===== src/rtl/bf16_dot_acc_pkg.sv =====
// Shared bf16 definitions for the dot-product accumulator: field widths,
// canonical NaN, sequencer state encoding and the NaN classifier.
package bf16_dot_acc_pkg;

   localparam int SIGN_W = 1;
   localparam int EXP_W  = 8;
   localparam int MAN_W  = 7;
   localparam int BF16_W = SIGN_W + EXP_W + MAN_W;

   localparam logic [BF16_W-1:0] CANON_NAN = 16'h7FC0;

   typedef enum logic [1:0] {
      ST_IDLE  = 2'd0,
      ST_ACCUM = 2'd1,
      ST_HOLD  = 2'd2
   } state_e;

   // NaN: exponent all ones with a nonzero mantissa (infinity is not NaN).
   function automatic logic is_nan(input logic [BF16_W-1:0] x);
      return (&x[MAN_W +: EXP_W]) && (|x[MAN_W-1:0]);
   endfunction

endpackage


===== src/rtl/bf16_dot_acc_if.sv =====
// Operand stream in, result stream out, bundled for the accumulator.
interface bf16_dot_acc_if #(
   parameter int N     = 16,
   parameter int CNT_W = 8
);
   // Both streams: a transfer happens on a rising edge where valid && ready;
   // the producer keeps valid and payload stable until that edge.
   logic             in_valid;
   logic             in_ready;
   logic [N-1:0]     in_a;
   logic [N-1:0]     in_b;
   logic [N-1:0]     in_bias;
   logic             in_last;
   logic             out_valid;
   logic             out_ready;
   logic [N-1:0]     out_result;
   logic [CNT_W-1:0] out_count;
   logic             out_ovf;
   logic             out_nan;

   modport master (
      output in_valid, in_a, in_b, in_bias, in_last, out_ready,
      input  in_ready, out_valid, out_result, out_count, out_ovf, out_nan
   );

   modport slave (
      input  in_valid, in_a, in_b, in_bias, in_last, out_ready,
      output in_ready, out_valid, out_result, out_count, out_ovf, out_nan
   );
endinterface


===== src/rtl/bf16_dot_acc_mac.sv =====
// Combinational bf16 fused a*b+c: exact product, one round-to-nearest-even,
// subnormals flushed to zero, any invalid case yields the canonical NaN.
module MAC_unpipelined_top
   import bf16_dot_acc_pkg::*;
#(
   parameter int N = 16
) (
   input  logic [N-1:0] a,
   input  logic [N-1:0] b,
   input  logic [N-1:0] c,
   output logic [N-1:0] result
);

   logic               sp, big_s, sml_s, res_s, stk, inc;
   logic               a_zero, b_zero, c_zero, a_inf, b_inf, c_inf, p_inf, any_nan;
   logic [15:0]        pm, p_sig, c_sig;
   logic signed [10:0] pexp, cexp, bexp, diff, rexp;
   logic [32:0]        big, sml, shifted, sum, norm;
   logic [5:0]         lead;
   logic [6:0]         man;
   logic [14:0]        mag;
   logic [15:0]        res;

   always_comb begin
      a_zero  = (a[14:7] == 8'd0);
      b_zero  = (b[14:7] == 8'd0);
      c_zero  = (c[14:7] == 8'd0);
      a_inf   = (&a[14:7]) && (a[6:0] == 7'd0);
      b_inf   = (&b[14:7]) && (b[6:0] == 7'd0);
      c_inf   = (&c[14:7]) && (c[6:0] == 7'd0);
      sp      = a[15] ^ b[15];
      p_inf   = (a_inf || b_inf) && !(a_zero || b_zero);
      any_nan = is_nan(a) || is_nan(b) || is_nan(c) ||
                ((a_inf || b_inf) && (a_zero || b_zero)) ||
                (p_inf && c_inf && (sp != c[15]));
      pm = {8'd0, 1'b1, a[6:0]} * {8'd0, 1'b1, b[6:0]};

      // Both addends share the scale 2^(exp-127-14); zeros get a tiny exponent.
      if (a_zero || b_zero) begin
         p_sig = '0;
         pexp  = -11'sd512;
      end else begin
         p_sig = pm;
         pexp  = $signed({3'b0, a[14:7]}) + $signed({3'b0, b[14:7]}) - 11'sd127;
      end
      if (c_zero) begin
         c_sig = '0;
         cexp  = -11'sd512;
      end else begin
         c_sig = {1'b0, 1'b1, c[6:0], 7'd0};
         cexp  = $signed({3'b0, c[14:7]});
      end

      if (pexp >= cexp) begin
         big = {1'b0, p_sig, 16'd0}; big_s = sp;    bexp = pexp;
         sml = {1'b0, c_sig, 16'd0}; sml_s = c[15]; diff = pexp - cexp;
      end else begin
         big = {1'b0, c_sig, 16'd0}; big_s = c[15]; bexp = cexp;
         sml = {1'b0, p_sig, 16'd0}; sml_s = sp;    diff = cexp - pexp;
      end

      // Bits shifted out are jammed into the LSB so rounding still sees them.
      if (diff >= 11'sd33) begin
         shifted = '0;
         stk     = |sml;
      end else begin
         shifted = sml >> diff[5:0];
         stk     = ((shifted << diff[5:0]) != sml);
      end
      shifted[0] = shifted[0] | stk;

      if (big_s == sml_s) begin
         sum = big + shifted;  res_s = big_s;
      end else if (big >= shifted) begin
         sum = big - shifted;  res_s = big_s;
      end else begin
         sum = shifted - big;  res_s = sml_s;
      end

      lead = '0;
      for (int i = 0; i < 33; i++) if (sum[i]) lead = 6'(i);
      norm = sum << (6'd32 - lead);
      man  = norm[31:25];
      inc  = norm[24] && ((|norm[23:0]) || man[0]);
      rexp = bexp + $signed({5'd0, lead}) - 11'sd30;
      mag  = {rexp[7:0], man} + {14'd0, inc};

      if (any_nan)                 res = CANON_NAN;
      else if (p_inf)              res = {sp, 8'hFF, 7'd0};
      else if (c_inf)              res = {c[15], 8'hFF, 7'd0};
      else if (!norm[32])          res = 16'h0000;
      else if (rexp <= 11'sd0)     res = {res_s, 15'd0};
      else if (rexp >= 11'sd255)   res = {res_s, 8'hFF, 7'd0};
      else                         res = {res_s, mag};
      result = res;
   end

endmodule


===== src/rtl/bf16_dot_acc.sv =====
// Streaming bf16 dot-product accumulator: sequences the shared MAC over a
// vector, feeding the running sum back as the addend each beat.
module bf16_dot_acc
   import bf16_dot_acc_pkg::*;
#(
   parameter int N     = 16,
   parameter int CNT_W = 8
) (
   input  logic               clk,
   input  logic               rst,
   bf16_dot_acc_if.slave      bus,
   output state_e             dbg_state
);

   localparam logic [CNT_W-1:0] CNT_MAX = '1;

   state_e           state_q;
   logic [N-1:0]     acc_q;
   logic [CNT_W-1:0] cnt_q;
   logic             ovf_q, nan_q;
   logic             first, accept, nan_next;
   logic [N-1:0]     mac_c, mac_r;

   always_comb begin
      first    = (state_q == ST_IDLE);
      accept   = bus.in_valid && (state_q != ST_HOLD);
      mac_c    = first ? bus.in_bias : acc_q;
      nan_next = is_nan(bus.in_a) || is_nan(bus.in_b) || is_nan(mac_r) ||
                 (first && is_nan(bus.in_bias)) || (!first && nan_q);
   end

   MAC_unpipelined_top #(.N(N)) u_mac (
      .a      (bus.in_a),
      .b      (bus.in_b),
      .c      (mac_c),
      .result (mac_r)
   );

   // Once NaN is seen the accumulator itself holds the canonical NaN, so the
   // output register never needs a separate override.
   always_ff @(posedge clk or posedge rst) begin
      if (rst) begin
         state_q <= ST_IDLE;
         acc_q   <= '0;
         cnt_q   <= '0;
         ovf_q   <= 1'b0;
         nan_q   <= 1'b0;
      end else begin
         unique case (state_q)
            ST_IDLE, ST_ACCUM: begin
               if (accept) begin
                  acc_q   <= nan_next ? CANON_NAN : mac_r;
                  nan_q   <= nan_next;
                  state_q <= bus.in_last ? ST_HOLD : ST_ACCUM;
                  if (first) begin
                     cnt_q <= CNT_W'(1);
                     ovf_q <= 1'b0;
                  end else if (cnt_q == CNT_MAX) begin
                     ovf_q <= 1'b1;
                  end else begin
                     cnt_q <= cnt_q + CNT_W'(1);
                  end
               end
            end
            ST_HOLD: begin
               if (bus.out_ready) begin
                  state_q <= ST_IDLE;
                  acc_q   <= '0;
                  cnt_q   <= '0;
                  ovf_q   <= 1'b0;
                  nan_q   <= 1'b0;
               end
            end
            default: state_q <= ST_IDLE;
         endcase
      end
   end

   assign bus.in_ready   = (state_q != ST_HOLD);
   assign bus.out_valid  = (state_q == ST_HOLD);
   assign bus.out_result = acc_q;
   assign bus.out_count  = cnt_q;
   assign bus.out_ovf    = ovf_q;
   assign bus.out_nan    = nan_q;
   assign dbg_state      = state_q;

endmodule


===== src/flat_wrapper.sv =====
// flat-port wrapper written by rule: the top's interface ports become plain ports
module bf16_dot_acc_flat import bf16_dot_acc_pkg::*;
#(
   parameter int N     = 16,
   parameter int CNT_W = 8
)
  (clk, rst, dbg_state, bus_in_valid, bus_in_a, bus_in_b, bus_in_bias, bus_in_last, bus_out_ready, bus_in_ready, bus_out_valid, bus_out_result, bus_out_count, bus_out_ovf, bus_out_nan);
  bf16_dot_acc_if #(.N(N), .CNT_W(CNT_W)) bus_i ();
  input  logic clk;
  input  logic rst;
  output state_e dbg_state;
  input wire logic [$bits(bus_i.in_valid)-1:0] bus_in_valid;
  input wire logic [$bits(bus_i.in_a)-1:0] bus_in_a;
  input wire logic [$bits(bus_i.in_b)-1:0] bus_in_b;
  input wire logic [$bits(bus_i.in_bias)-1:0] bus_in_bias;
  input wire logic [$bits(bus_i.in_last)-1:0] bus_in_last;
  input wire logic [$bits(bus_i.out_ready)-1:0] bus_out_ready;
  output wire logic [$bits(bus_i.in_ready)-1:0] bus_in_ready;
  output wire logic [$bits(bus_i.out_valid)-1:0] bus_out_valid;
  output wire logic [$bits(bus_i.out_result)-1:0] bus_out_result;
  output wire logic [$bits(bus_i.out_count)-1:0] bus_out_count;
  output wire logic [$bits(bus_i.out_ovf)-1:0] bus_out_ovf;
  output wire logic [$bits(bus_i.out_nan)-1:0] bus_out_nan;
  assign bus_i.in_valid = bus_in_valid;
  assign bus_i.in_a = bus_in_a;
  assign bus_i.in_b = bus_in_b;
  assign bus_i.in_bias = bus_in_bias;
  assign bus_i.in_last = bus_in_last;
  assign bus_i.out_ready = bus_out_ready;
  assign bus_in_ready = bus_i.in_ready;
  assign bus_out_valid = bus_i.out_valid;
  assign bus_out_result = bus_i.out_result;
  assign bus_out_count = bus_i.out_count;
  assign bus_out_ovf = bus_i.out_ovf;
  assign bus_out_nan = bus_i.out_nan;
  bf16_dot_acc #(.N(N), .CNT_W(CNT_W)) u_core (.clk(clk), .rst(rst), .bus(bus_i), .dbg_state(dbg_state));
endmodule

===== config.mk =====
export PLATFORM = sky130hd
export DESIGN_NAME = bf16_dot_acc_flat
export DESIGN_NICKNAME = d
export VERILOG_FILES = /design/src/rtl/bf16_dot_acc_pkg.sv /design/src/rtl/bf16_dot_acc_if.sv /design/src/rtl/bf16_dot_acc_mac.sv /design/src/rtl/bf16_dot_acc.sv /design/src/flat_wrapper.sv
export SDC_FILE = /design/constraint.sdc
export NUM_CORES = 1
export LEC_CHECK = 0
export CORE_UTILIZATION = 54
export CTS_BUF_LIST = sky130_fd_sc_hd__clkbuf_4 sky130_fd_sc_hd__clkbuf_8
export DETAILED_ROUTE_END_ITERATION = 12
export PLACE_DENSITY_LB_ADDON = 0.25
export SLEW_MARGIN = 10
export SYNTH_ARGS = -nofsm -noshare
export SYNTH_HDL_FRONTEND = slang
export SYNTH_SLANG_ARGS = --single-unit

===== constraint.sdc =====
create_clock -name clk -period 15.4 [get_ports clk]
set_input_delay 2.31 -clock clk [delete_from_list [all_inputs] [get_ports clk]]
set_output_delay 2.31 -clock clk [all_outputs]
set_load 0.1 [all_outputs]

==> impl_metrics.yaml, run 1 <==
yosys:
  synth_seq_cells: 28
  synth.most_common_cell: "nor2_1"
  ys_top_cells_by_count: "nor2_1, nand2_1, inv_1"
  synth_top_area_share_pct: 9.11
  synth_flop_cell: "dfrtp_1"
  synth-warning-count: 0
  synthTopCellsByArea: "ha_1, nor2_1, nand2_1"
  synth_edf_count: 0
  syn_nets: 2846
  avgSynthCellArea_um2: 7.03
  synthCells: 2617
  synth.distinct_cells: 131
  synth.cell_area_um2: 18400
  synth_top_area_cell: "ha_1"
  yosysSeqAreaShare_pct: 3.81
  async_reset_ff_share_pct: 100
timing:
  worst_endpoint: "u_core.bus.out_result[0]$_DFFE_PP0P_/D"
  worstEpCategory: "register data pin"
placed_design:
  detailed_place_hpwl_um: 76500
  dpl_cell_area_um2: 25900
  place_congestion: 1.20
  io_buffer_count: 82
  post-place-ws_ns: -1.95
run_status:
  first-error: "[ERROR GRT-0232] Routing congestion too high. Check the congestion heatmap in the GUI."
  outcome: "aborted with a tool error"
  lastStage: "global routing"
global_routing:
  grt_overflow: 27
  grt_max_degree: 48
  antenna_found_initial: 20
  grt_usage_pct: 72.1
cts:
  cts.sinks: 28
  cts_hold_buffers: 0
  cts_made_buffers: 3
  htree_levels: 1
  root_buffer: "clkbuf_8"
  clockBufferDepth: 2
die:
  row_count: 67
  io_pins: 83
  die_x_um: 187
  start_util_pct: 54.9
  die_h_um: 187
-- what timing repair did --
item                       4_1_cts
setup buffers                   41
gates cloned                     1
pin swaps                       95
gates resized for setup        184
setup endpoints to repair       17
-- logic make-up after synthesis --
logic type	Yosys count	share of synthesized area, %
compound gates	892	35.6
xor+xnor	63	3.08
fa+ha+maj	176	13.7
buf+inv	338	7.97
flops	28	3.81
mux	112	7.31
simple gates	1008	28.5
-- metal layers --
layer | GRT usage, % | overflow
met1 | 75.6 | 1
met2 | 91.1 | 12
met3 | 51.0 | 1
met4 | 65.6 | 13
met5 | 30.9 | 0
-- stage by stage --
stage / cells / TNS [ns]
2_1_floorplan: 2617 / -7.15
4_1_cts: 3920 / -2.51
3_3_place_gp: 3874 / -17.27
3_5_place_dp: 3874 / -26.92
==> run 2, diff against run 1 <==
- CORE_UTILIZATION: 54 -> 39
- CTS_BUF_LIST: sky130_fd_sc_hd__clkbuf_4 sky130_fd_sc_hd__clkbuf_8 -> not set
- PLACE_DENSITY_LB_ADDON: 0.25 -> 0.15
==> run 2 against run 1 <==
The flow now finishes, with violations (setup timing). Synthesized area is the same. Synthesized cell count unchanged.
==> impl_metrics.yaml, run 2 <==
detailed_routing:
  vias: 26600
  postRouteAntennaNets: 0
  first_pass_iters: 6
  post_drt_wl_per_cell_um: 24.2
  routed_via_density: 6.31
  drt_iter0_drc: 3020
  drt-total-wl_um: 102000
  drc_errors: 0
die:
  die_h_um: 219
  start_util_pct: 39.5
  io_pins: 83
  die_x_um: 219
  row_count: 79
  dieArea_um2: 48100
  core_area_um2: 46600
setup_path:
  path_class: "input pin to register"
  cpPeakStageDelay_ns: 0.54
  worstPathArrival_ns: 16.24
  critPathMaxFanout: 7
  slowest_stage: "fa_1"
  path_buf_inv: 20
  startpoint_type: "input pin"
  crit_family: "compound AO/OA/AOI/OAI gates"
  end_kind: "register"
  cp.required_ns: 15.55
timing:
  setup_viol: 15
  max-slew-margin-rel_pct: 22.8
  max_slew.worst_pin.slew_ns: 1.13
  rsz0062_at_grt: "true"
  hold_violations: 0
  finalCritPeriodShare_pct: 104
  timing.final.crit_period_ns: 16.09
  slew_viol_final: 0
  fin_setup_tns_ns: -7.12
  fin_ws_ns: -0.689
  max_freq_mhz: 62.2
  clock_skew_ns: 0.00668
global_routing:
  grt_overflow: 0
  grt_max_degree: 38
  grt_pass1_wl_um: 151000
  antenna_found_initial: 1
  grt_usage_pct: 40.7
  grt_pass1_vias: 25800
cells_and_area:
  drive_above_1_share_pct: 39.9
  finalNonFillerCells: 4211
  layout_commonest_cell: "buf_4"
  area_growth_pct: 56.6
  finish.net_count: 3834
  largest_reg_flops: 16
  final_cell_mix: "buf_4, nor2_1, nand2_1, inv_1, a21oi_1"
  antenna-diode-count: 0
  fill_cells: 4223
yosys:
  synth_seq_cells: 28
  synth-warning-count: 0
  synth_top_area_share_pct: 9.11
  synth.distinct_cells: 131
  synth_flop_cell: "dfrtp_1"
  synth.most_common_cell: "nor2_1"
  async_reset_ff_share_pct: 100
  ys_top_cells_by_count: "nor2_1, nand2_1, inv_1"
  yosysSeqAreaShare_pct: 3.81
  synth_top_area_cell: "ha_1"
  syn_nets: 2846
  synthTopCellsByArea: "ha_1, nor2_1, nand2_1"
  synth_edf_count: 0
  synthCells: 2617
  avgSynthCellArea_um2: 7.03
  synth.cell_area_um2: 18400
cts:
  insertion_delay_ns: 0.26
  root_buffer: "clkbuf_16"
  clkSlewWorstSetupHoldPaths_ns: 0.07
  cts_hold_buffers: 0
  cts_made_buffers: 3
  cts_tree: "built"
  cts.sinks: 28
  htree_levels: 1
  clockBufferDepth: 2
placed_design:
  place_congestion: 1.11
  io_buffer_count: 82
  detailed_place_hpwl_um: 83200
  placed_cells: 4135
run_status:
  violations: "setup timing"
  outcome: "finished with violations"
hold_path:
  hold_class: "register to register"
job:
  drv_cap: 0
-- run 2: cell type report --
type	instances	area, µm²	area share [%]
flip-flops and latches	28	701	2.43
well taps	607	759	2.64
repair buffers	1143	9050	31.4
inverters	177	669	2.32
clock buffers	4	88.8	0.308
multi-input cells	2252	17500	60.9
-- run 2: cells by family (layout without fill, tap and decap cells) --
kind of cell,Yosys count,in the layout,share of synthesized area [%]
compound gates,892,892,35.6
xor+xnor,63,63,3.08
fa+ha+maj,176,176,13.7
buf+inv,338,1324,7.97
flops,28,28,3.81
mux,112,112,7.31
simple gates,1008,1009,28.5
-- run 2: stage by stage --
stage | hold WS, ns | instance area [µm²] | setup WS (ns) | utilization [%]
6_report | 0.523 | 28800 | -0.689 | 61.9
4_1_cts | 0.519 | 28100 | -0.339 | 60.3
3_3_place_gp | 0.495 | 26900 | -2.00 | 57.8
5_1_grt | 0.538 | 28800 | -1.03 | 61.9
3_5_place_dp | 0.500 | 26900 | -2.04 | 57.8
2_1_floorplan | 0.999 | 18600 | -0.786 | -
-- run 2: what timing repair did --
item                                    CTS  global route
cloned                                    1             1
pin swaps                                91            69
endpoints found under the setup margin   17            17
gates resized for setup                 212           129
setup buffers                            45            26
-- run 2: worst register-to-register path: cells and delay by family (launching register included) --
kind	cells	cell delay [ns]
adder cells (fa/ha/maj)	5	1.24
buffers and inverters	17	2.21
AO/OA/AOI/OAI	24	5.26
multiplexers	2	0.55
flip-flops	1	0.58
AND/OR/NAND/NOR	15	3.42
-- run 2: worst paths after layout --
path                                                  from                               endpoint  slack [ns]  cells past startpoint
max                                            bus_in_b[4]   u_core.bus.out_result[0]$_DFFE_PP0P_       -0.69                     71
min reg2reg                 u_core.bus.out_ovf$_DFFE_PP0P_         u_core.bus.out_ovf$_DFFE_PP0P_        0.52                      2
max in group asynchronous                              rst  u_core.bus.out_result[10]$_DFFE_PP0P_       12.12                      2
min                         u_core.bus.out_ovf$_DFFE_PP0P_         u_core.bus.out_ovf$_DFFE_PP0P_        0.52                      2
max reg2reg                u_core.dbg_state[0]$_DFFE_PP0P_   u_core.bus.out_result[0]$_DFFE_PP0P_        2.05                     63
min in group asynchronous                              rst    u_core.bus.out_count[4]$_DFFE_PP0P_        2.62                      2
-- run 2: routing by layer --
layer	up-vias	routed length [µm]	track usage, %
met5	-	0	0
met1	12700	40600	51.7
met3	361	11000	10.1
met4	0	5370	17.2
met2	1635	45000	65.2
li1	11900	-	-
Power of run 2 is left out: the tool's default activity adds up to more than one toggle a clock period on the data nets, which glitch-free logic cannot reach.
==> run 3, diff against run 2 <==
- CAP_MARGIN: not set -> 40
- CORE_ASPECT_RATIO: not set -> 2
- CORE_MARGIN: not set -> 1.5
==> run 3 against run 2 <==
Synthesized area did not move. Synthesized cell count did not move. The run now fails in global routing.
==> impl_metrics.yaml, run 3 <==
run_status:
  outcome: "aborted with a tool error"
  lastStage: "global routing"
  first-error: "[ERROR GRT-0116] Global routing finished with congestion. Check the congestion regions in the DRC Viewer."
cts:
  htree_levels: 1
  clockBufferDepth: 2
  cts.sinks: 28
  cts_made_buffers: 3
  root_buffer: "clkbuf_16"
global_routing:
  grt_overflow: 48
  grt_usage_pct: 60.0
  grt_max_degree: 44
  grt_pass1_vias: 31700
  grt_pass1_wl_um: 211000
yosys:
  yosysSeqAreaShare_pct: 3.81
  syn_nets: 2846
  synth_flop_cell: "dfrtp_1"
  synth-warning-count: 0
  async_reset_ff_share_pct: 100
  synth_top_area_share_pct: 9.11
  synth.most_common_cell: "nor2_1"
  synth.cell_area_um2: 18400
  ys_top_cells_by_count: "nor2_1, nand2_1, inv_1"
  synthTopCellsByArea: "ha_1, nor2_1, nand2_1"
  synthCells: 2617
  avgSynthCellArea_um2: 7.03
  synth_edf_count: 0
  synth_top_area_cell: "ha_1"
  synth_seq_cells: 28
  synth.distinct_cells: 131
placed_design:
  place_congestion: 1.15
  detailed_place_hpwl_um: 101000
  io_buffer_count: 82
die:
  die_x_um: 157
  row_count: 112
  die_h_um: 310
  start_util_pct: 39.4
  io_pins: 83
run 3: cell counts after synthesis:
Identical to the previous run, type by type.
run 3: layer usage:
| metal | track usage (%) | GRT overflow |
|---|---|---|
| met2 | 87.8 | 15 |
| met3 | 33.1 | 1 |
| met4 | 71.1 | 32 |
| met1 | 53.5 | 0 |
| met5 | 7.04 | 0 |
run 3: what timing repair did:
item / in CTS
cloned: 1
endpoints found under the setup margin: 17
gates resized for setup: 251
pin swaps: 118
hold buffers: 0
hold endpoints to repair: 0
buffers inserted: 62
run 3: stage by stage:
stage,hold slack [ns],setup WS [ns],instance area (µm²),instances,setup TNS [ns]
after global placement,0.489,-3.04,27400,4215,-46.85
after CTS,0.532,-0.852,29300,4314,-10.83
after floorplan,0.999,-0.786,18600,2617,-7.15
after detailed placement,0.516,-2.54,28000,4249,-37.95
run 3: cells by family after synthesis:
kind of cell / synth area share [%]
compound gates: 35.6
flops: 3.81
simple gates: 28.5
mux: 7.31
buf+inv: 7.97
fa+ha+maj: 13.7
xor+xnor: 3.08
